## config.mk

```make
export PLATFORM = sky130hd
export DESIGN_NAME = dpram_pipe
export DESIGN_NICKNAME = d
export VERILOG_FILES = /design/src/rtl/dpram_pkg.sv /design/src/rtl/dpram_rd_pipe.sv /design/src/rtl/dpram_pipe.sv
export SDC_FILE = /design/constraint.sdc
export NUM_CORES = 1
export LEC_CHECK = 0
export ABC_AREA = 1
export BUFFER_PORTS_ARGS = -buffer_cell sky130_fd_sc_hd__buf_2
export CORE_UTILIZATION = 25
export DETAILED_ROUTE_END_ITERATION = 6
export GPL_TIMING_DRIVEN = 0
export SETUP_SLACK_MARGIN = 0.2
export SYNTH_ARGS = -nofsm -noshare
export SYNTH_HDL_FRONTEND = slang
export SYNTH_SLANG_ARGS = --single-unit
```

## constraint.sdc

```tcl
create_clock -name clk -period 2.78 [get_ports clk]
set_input_delay 0.139 -clock clk [delete_from_list [all_inputs] [get_ports clk]]
set_output_delay 0.139 -clock clk [all_outputs]
set_load 0.02 [all_outputs]
```

## src/rtl/dpram_pkg.sv

```systemverilog
// Shared types and helpers for the dpram_pipe RAM and its reference models.
// Holds no logic of its own, so there is no latency or backpressure here.
package dpram_pkg;

    typedef enum logic {
        CLEAR = 1'b0,
        READY = 1'b1
    } state_e;

    localparam int DEF_DATA_W     = 32;
    localparam int BYTES_PER_WORD = DEF_DATA_W / 8;

    // byte_merge works at a fixed maximum width; callers zero-extend and truncate.
    localparam int MERGE_W     = 256;
    localparam int MERGE_BYTES = MERGE_W / 8;

    function automatic int bytes_per_word(input int data_w);
        return data_w / 8;
    endfunction

    function automatic logic [MERGE_W-1:0] byte_merge(
        input logic [MERGE_W-1:0]     old_w,
        input logic [MERGE_W-1:0]     new_w,
        input logic [MERGE_BYTES-1:0] be
    );
        logic [MERGE_W-1:0] m;
        m = old_w;
        for (int b = 0; b < MERGE_BYTES; b++) begin
            if (be[b]) m[8*b +: 8] = new_w[8*b +: 8];
        end
        return m;
    endfunction

endpackage

```

## src/rtl/dpram_rd_pipe.sv

```systemverilog
// Read-return pipeline carrying data, valid and collision flag.
// Latency is RD_LAT cycles. There is no backpressure, and data holds while valid is low.
module dpram_rd_pipe #(
    parameter int DATA_W = 32,
    parameter int RD_LAT = 1
) (
    input  logic              clk,
    input  logic              rst,
    input  logic              vld_i,
    input  logic              coll_i,
    input  logic [DATA_W-1:0] dat_i,
    output logic              vld_o,
    output logic              coll_o,
    output logic [DATA_W-1:0] dat_o
);

    logic [RD_LAT-1:0] vld_q;
    logic [RD_LAT-1:0] coll_q;
    logic [DATA_W-1:0] dat_q [RD_LAT];

    always_ff @(posedge clk) begin
        if (rst) begin
            vld_q  <= '0;
            coll_q <= '0;
            for (int s = 0; s < RD_LAT; s++) dat_q[s] <= '0;
        end else begin
            vld_q[0]  <= vld_i;
            coll_q[0] <= vld_i & coll_i;
            if (vld_i) dat_q[0] <= dat_i;
            // Each stage only reloads its data when a valid word moves in.
            for (int s = 1; s < RD_LAT; s++) begin
                vld_q[s]  <= vld_q[s-1];
                coll_q[s] <= coll_q[s-1];
                if (vld_q[s-1]) dat_q[s] <= dat_q[s-1];
            end
        end
    end

    assign vld_o  = vld_q[RD_LAT-1];
    assign coll_o = coll_q[RD_LAT-1];
    assign dat_o  = dat_q[RD_LAT-1];

endmodule

```

## src/rtl/dpram_pipe.sv

```systemverilog
// Simple dual-port RAM with byte-enabled writes and a self-clearing sweep after reset.
// Read latency is RD_LAT, with a rd_valid strobe. No backpressure; requests are dropped while busy.
module dpram_pipe
    import dpram_pkg::*;
#(
    parameter int DATA_W = DEF_DATA_W,
    parameter int ADDR_W = 4,
    parameter int RD_LAT = 1,
    parameter int BYPASS = 1
) (
    input  logic                clk,
    input  logic                rst,
    input  logic                wr_en,
    input  logic [ADDR_W-1:0]   wr_addr,
    input  logic [DATA_W/8-1:0] wr_be,
    input  logic [DATA_W-1:0]   data_in,
    input  logic                rd_en,
    input  logic [ADDR_W-1:0]   rd_addr,
    output logic [DATA_W-1:0]   data_out,
    output logic                rd_valid,
    output logic                collision,
    output logic                busy
);

    localparam int BYTES = bytes_per_word(DATA_W);
    localparam int DEPTH = 2 ** ADDR_W;

    if (RD_LAT < 1 || RD_LAT > 2) begin : g_bad_lat
        $fatal(1, "dpram_pipe: RD_LAT must be 1 or 2");
    end
    if (DATA_W % 8 != 0 || DATA_W > MERGE_W) begin : g_bad_width
        $fatal(1, "dpram_pipe: DATA_W must be a multiple of 8 and at most MERGE_W");
    end

    state_e            state_q, state_d;
    logic [ADDR_W-1:0] clr_ptr_q, clr_ptr_d;
    logic              clr_we;
    logic              ready;
    logic              acc_wr;
    logic              acc_rd;
    logic              hit;
    logic [DATA_W-1:0] mem_q [DEPTH];
    logic [DATA_W-1:0] rd_word;
    logic [DATA_W-1:0] rd_dat;
    logic [MERGE_W-1:0]     old_ext, new_ext, merged_ext;
    logic [MERGE_BYTES-1:0] be_ext;

    always_ff @(posedge clk) begin
        if (rst) begin
            state_q   <= CLEAR;
            clr_ptr_q <= '0;
        end else begin
            state_q   <= state_d;
            clr_ptr_q <= clr_ptr_d;
        end
    end

    always_comb begin
        state_d   = state_q;
        clr_ptr_d = clr_ptr_q;
        case (state_q)
            CLEAR: begin
                clr_ptr_d = clr_ptr_q + 1'b1;
                if (clr_ptr_q == {ADDR_W{1'b1}}) state_d = READY;
            end
            default: state_d = state_q;
        endcase
    end

    // busy follows rst directly so it reads high even before the first reset edge.
    always_comb begin
        busy   = rst | (state_q == CLEAR);
        clr_we = ~rst & (state_q == CLEAR);
        ready  = ~rst & (state_q == READY);
    end

    assign acc_wr = wr_en & ready;
    assign acc_rd = rd_en & ready;
    assign hit    = acc_wr & acc_rd & (rd_addr == wr_addr);

    always_ff @(posedge clk) begin
        if (clr_we) begin
            mem_q[clr_ptr_q] <= '0;
        end else if (acc_wr) begin
            for (int b = 0; b < BYTES; b++) begin
                if (wr_be[b]) mem_q[wr_addr][8*b +: 8] <= data_in[8*b +: 8];
            end
        end
    end

    // rd_word is the pre-write contents, which is already the read-first answer.
    assign rd_word = mem_q[rd_addr];

    always_comb begin
        old_ext = '0;
        new_ext = '0;
        be_ext  = '0;
        old_ext[DATA_W-1:0] = rd_word;
        new_ext[DATA_W-1:0] = data_in;
        be_ext[BYTES-1:0]   = wr_be;
        merged_ext = byte_merge(old_ext, new_ext, be_ext);
        rd_dat     = (hit && BYPASS != 0) ? merged_ext[DATA_W-1:0] : rd_word;
    end

    if (DATA_W < MERGE_W) begin : g_merge_tail
        logic unused_merge_tail;
        assign unused_merge_tail = ^merged_ext[MERGE_W-1:DATA_W];
    end

    dpram_rd_pipe #(
        .DATA_W (DATA_W),
        .RD_LAT (RD_LAT)
    ) u_rd_pipe (
        .clk    (clk),
        .rst    (rst),
        .vld_i  (acc_rd),
        .coll_i (hit),
        .dat_i  (rd_dat),
        .vld_o  (rd_valid),
        .coll_o (collision),
        .dat_o  (data_out)
    );

endmodule

```

# [Word level (Yosys, flattened, before mapping)]
# Memories as Yosys holds them, arrays and structs flattened.
# Cells that the tools add are included.
[word_totals] ff_bits=7 ramBits=544 inputBits=48 out_inout_bits=35 memories=2
[mem_list] memory="mem_q" words=16 word_bits=32 rd=1 rd_clocked_by_memory_dff=0 write_ports=1 line_no="dpram_pipe.sv:42" source="logic [DATA_W-1:0] mem_q [DEPTH];"
[mem_list] memory="u_rd_pipe.dat_q" words=1 word_bits=32 rd=1 rd_clocked_by_memory_dff=0 write_ports=1 line_no="dpram_rd_pipe.sv:19" source="logic [DATA_W-1:0] dat_q [RD_LAT];"
[classes] n_addsub=1 eq_ne=2 muxes=35 bitwise_logic=10 n_reduce_logical=2
[op_table] op="32-bit two-way mux" n=3
[op_table] op="32-bit OR reduction" n=2
[op_table] op="8-bit two-way mux" n=4
[op_table] op="1-bit two-way mux" n=26
[op_table] op="4-bit two-way mux" n=2
[op_table] op="1-bit bitwise AND" n=7
[op_table] op="4-bit by 1-bit adder with 4-bit output, second input constant" n=1
[op_table] op="4-bit == test" n=1
[op_table] op="4-bit == test, second input constant" n=1
[op_table] op="1-bit NOT" n=2
[op_table] op="1-bit bitwise OR" n=1

# [Logic depth before layout (Yosys ltp)]
[depth] ltp_word=8 ltp_mapped=12 mapped_depth_nobuf=10

# [Hierarchy]
# Synthesis repeated with hierarchy kept, for this count alone.
[unflattened] cells_unflattened=2248 area_unflattened_um2=23885.4
[modules_own_cells] module="dpram_pipe" n_inst=1 cells_each=2141 area_each_um2=22505.3 seq_area_each_um2=15474.8
[modules_own_cells] module="dpram_rd_pipe" n_inst=1 cells_each=107 area_each_um2=1380.1 seq_area_each_um2=1001.0

# [Least setup slack after synthesis]
# No wires, ideal clock.
[synth_timing] path_type="register to register" startpoint="reg state_q" endpoint="mem mem_q[0][0] (enable)" arrival_time_ns=1.619 required_ns=2.410 path_slack_ns=0.791 stages_incl_launch_ff=9 path_buffers=0 cell_sequence="dfxtp_1 nand2_2 nor2_4 o21ai_4 nand3_1 nand2_2 nor2_4 nand2_2 nor2_1"
[synth_via] elab_chain_cells=7
[synth_lines] element="start, declared" line_no="dpram_pipe.sv:35" source="state_e state_q, state_d;"
[synth_lines] element="start signal, assigned" line_no="dpram_pipe.sv:53" source="state_q <= state_d;"
[synth_lines] element="1-bit bitwise AND" line_no="dpram_pipe.sv:74" source="ready = ~rst & (state_q == READY);"
[synth_lines] element="1-bit bitwise AND" line_no="dpram_pipe.sv:77" source="assign acc_wr = wr_en & ready;"
[synth_lines] element="1-bit two-way mux" line_no="dpram_pipe.sv:84" source="end else if (acc_wr) begin"
[synth_lines] element="1-bit two-way mux" line_no="dpram_pipe.sv:82" source="if (clr_we) begin"
[synth_lines] element="1-bit two-way mux (implied by the code)" line_no="dpram_pipe.sv:86" source="if (wr_be[b]) mem_q[wr_addr][8*b +: 8] <= data_in[8*b +: 8];"
[synth_lines] element="32-bit OR reduction (no line)"
[synth_lines] element="4-bit two-way mux (no line)"
[synth_lines] element="end, declared" line_no="dpram_pipe.sv:42"
# Several ways; a longest one is shown, not always the timed one.

# [Worst setup path after layout]
[layout_timing] startpoint="reg state_q" endpoint="mem mem_q[14][3] (enable)"
# Same word-level chain as after synthesis.

==> out/metrics.cfg <==
[drt]
firstDrtPassIters = 6
drc = 0
avgRoutedWirePerCell_um = 20.6
via_per_inst = 4.61
drt_iter0_drc = 1946
vias = 16900
postRouteAntennaNets = 0
totalWireLength_um = 75600

[worst_setup_path]
cp-start-kind = flip-flop
crit_path_max_fanout = 10
arrival_ps = 2870
critPathRequiredTime_ps = 3010
endpoint_kind = flip-flop
crit_type = reg -> reg

[logic_synthesis]
avgSynthCellArea_um2 = 10.7
ys_warn_count = 0
syn_area_mm2 = 0.0235
ys_types = 25
ys_ff_latch = 551
syn_inst = 2197
synth_nets = 2246
yosysSeqAreaShare_pct = 70.2

[final_layout]
layout.nets = 2417
final_cell_area_mm2 = 0.0280
drive_above_1_share_pct = 14.8
area_growth_pct = 19.4

[power_and_ir_drop]
p_leak_nw = 10.7
power.switching_mw = 4.19
irDropWorstVdd_uv = 471
power.total_mw = 18.1
p_per_area_mw_per_mm2 = 645
p_int_mw = 13.9
p_sw_share_pct = 23.2
pwr-share-comb_pct = 7.1
power_frac_seq_pct = 50.6
clockPowerShare_pct = 42.3

[timing]
whs_ps = 78.9
max_clock_freq_ghz = 0.380
fin_skew_ps = 13.3
final.min_clock_period_ps = 2630
relSlewSlack_pct = 16.2
finalCritPeriodShare_pct = 94.6
setup_viol = 0
finalSetupTns_ps = 0
tightest_slew_ps = 1260
final_hold_viol_count = 0
slew_viol_final = 0
rsz0062_at_grt = true
timing.final.ws_setup_ps = 149

[placement]
dp_hpwl_um = 50500
port_buffers = 78
postPlaceCellArea_mm2 = 0.0255
gp_congestion = 0.868
place_ws_ps = -188

[die]
dieArea_mm2 = 0.0951
die_w_um = 308
rows = 112
ios = 83
die_y_um = 308
start_util_pct = 25.2
coreArea_mm2 = 0.0932

[global_routing]
grt_pass1_wl_um = 107000
grt_overflow_total = 0
track_usage_pct = 15.7
grt_pass1_vias = 15800
grt_antenna_before_repair = 6
grt_max_degree = 26

[clock_network]
cts_root_buffer = clkbuf_16
cts_buffers = 58
cts_setup_buffers = 0
cts_tree = yes
clock_latency_ps = 620
clkTransAtPathRegs_ps = 60
ctsLongestPathBuffers = 3
htree_num_levels = 2
cts_sinks = 551

[hold_path]
hold_path.class = in -> reg

[status]
status = finished clean

[run]
cap_violations = 0

-- critical path, stage by stage (launching register included) --
cell      delay [ps]
dfxtp_1          400
nand2_2          120
nor2_4           180
nand2_1           70
nand2_1          150
inv_1            190
clkbuf_1         370
nor2_2           760
-- per-layer routing --
metal,vias up,GRT usage [%],share of wire [%]
met5,-,0,0.059
met4,6,5.51,3.5
met3,174,3.02,9.1
met2,809,25.3,46
met1,8187,21.0,42
li1,7734,-,-
-- metrics by stage --
| step | utilization [%] | std cells |
|---|---|---|
| final | 30.1 | 3665 |
| after global placement | 27.3 | 3529 |
| after detailed placement | 27.3 | 3530 |
| after CTS | 29.8 | 3664 |
| after global routing | 30.1 | 3664 |
| after floorplan | - | 2197 |
-- power by group through the flow --
stage               Clock [mW]  Combinational (mW)  Sequential (mW)
floorplan                    0               0.665             9.33
global placement             0                1.16             9.32
detailed placement           0                1.18             9.32
CTS                       7.66                1.24             9.14
global route              7.97                1.37             9.15
finish                    7.65                1.28             9.14
-- cells in the mapped netlist --
| master | n | area share [%] |
|---|---|---|
| a31oi_1 | 1 | 0.027 |
| dfxtp_1 | 7 | 0.60 |
| buf_1 | 18 | 0.29 |
| a21oi_1 | 1 | 0.021 |
| edfxtp_1 | 544 | 70 |
| nand3_1 | 169 | 3.6 |
| nand2_2 | 29 | 0.77 |
| o21ai_1 | 27 | 0.58 |
| o41ai_1 | 1 | 0.037 |
| o21ai_4 | 1 | 0.069 |
| inv_1 | 112 | 1.8 |
| nor2_1 | 547 | 8.7 |
| o21ai_0 | 170 | 3.6 |
| nand2_1 | 436 | 7.0 |
| o211ai_2 | 1 | 0.053 |
| nand4_4 | 4 | 0.36 |
| nor3_1 | 5 | 0.11 |
| inv_2 | 6 | 0.096 |
| and3_1 | 1 | 0.027 |
| buf_4 | 1 | 0.032 |
| nand2_4 | 1 | 0.048 |
| clkbuf_1 | 52 | 0.83 |
| ha_1 | 1 | 0.053 |
| nor2_4 | 13 | 0.62 |
| buf_2 | 49 | 1.0 |
-- sequential cells by signal, summed over array words and instances, names as in the netlist --
signal	count
clr_ptr_q	4
u_rd_pipe.dat_q	32
u_rd_pipe.vld_o	1
state_q	1
u_rd_pipe.coll_o	1
mem_q	512
-- cells by family (layout without fill, tap and decap cells) --
family / Yosys count / count (layout) / synth area share [%]
flops: 551 / 551 / 70.2
other cells: 0 / 1 / 0
fa+ha+maj: 1 / 1 / 0.0533
buf+inv: 238 / 451 / 4.08
compound gates: 202 / 202 / 4.41
simple gates: 1205 / 1205 / 21.3
-- worst paths after layout --
| check | startpoint | endpoint | slack (ps) | depth (start not counted) |
|---|---|---|---|---|
| setup / recovery | state_q | mem_q[14][3] | 150 | 7 |
| hold reg to reg | clr_ptr_q[0] | clr_ptr_q[0] | 540 | 2 |
| hold / removal | data_in[0] | mem_q[2][0] | 80 | 3 |
| setup reg to reg | state_q | mem_q[14][3] | 150 | 7 |
-- layout make-up --
cell class | count | area (µm²)
Antenna cell | 1 | 2.50
Buffer | 120 | 519
Clock buffer | 74 | 1580
Clock inverter | 28 | 260
Fill cell | 9413 | 65200
Inverter | 118 | 443
Multi-Input combinational cell | 1408 | 6460
Sequential cell | 551 | 16500
Tap cell | 1254 | 1570
Timing Repair Buffer | 111 | 731
-- cells in the final DEF (no fill, tap or decap), types with 6 or more instances in the layout --
master,instances
clkinv_1,12
dlygate4sd3_1,32
nand2_1,435
o21ai_0,170
nand3_1,169
edfxtp_1,544
nor2_4,50
nand2_2,30
inv_2,6
clkbuf_1,64
o21ai_1,27
clkbuf_16,61
buf_1,18
clkinv_2,9
nor2_1,453
inv_1,112
nor2_2,57
dfxtp_1,7
buf_2,126
-- repair_timing --
item,in CTS,in global routing
hold endpoints to repair,228,0
resized for setup,75,60
setup endpoints to repair,886,693
hold buffers,32,0
gates cloned,0,0
Note: power is estimated with default switching activity, not from simulation.
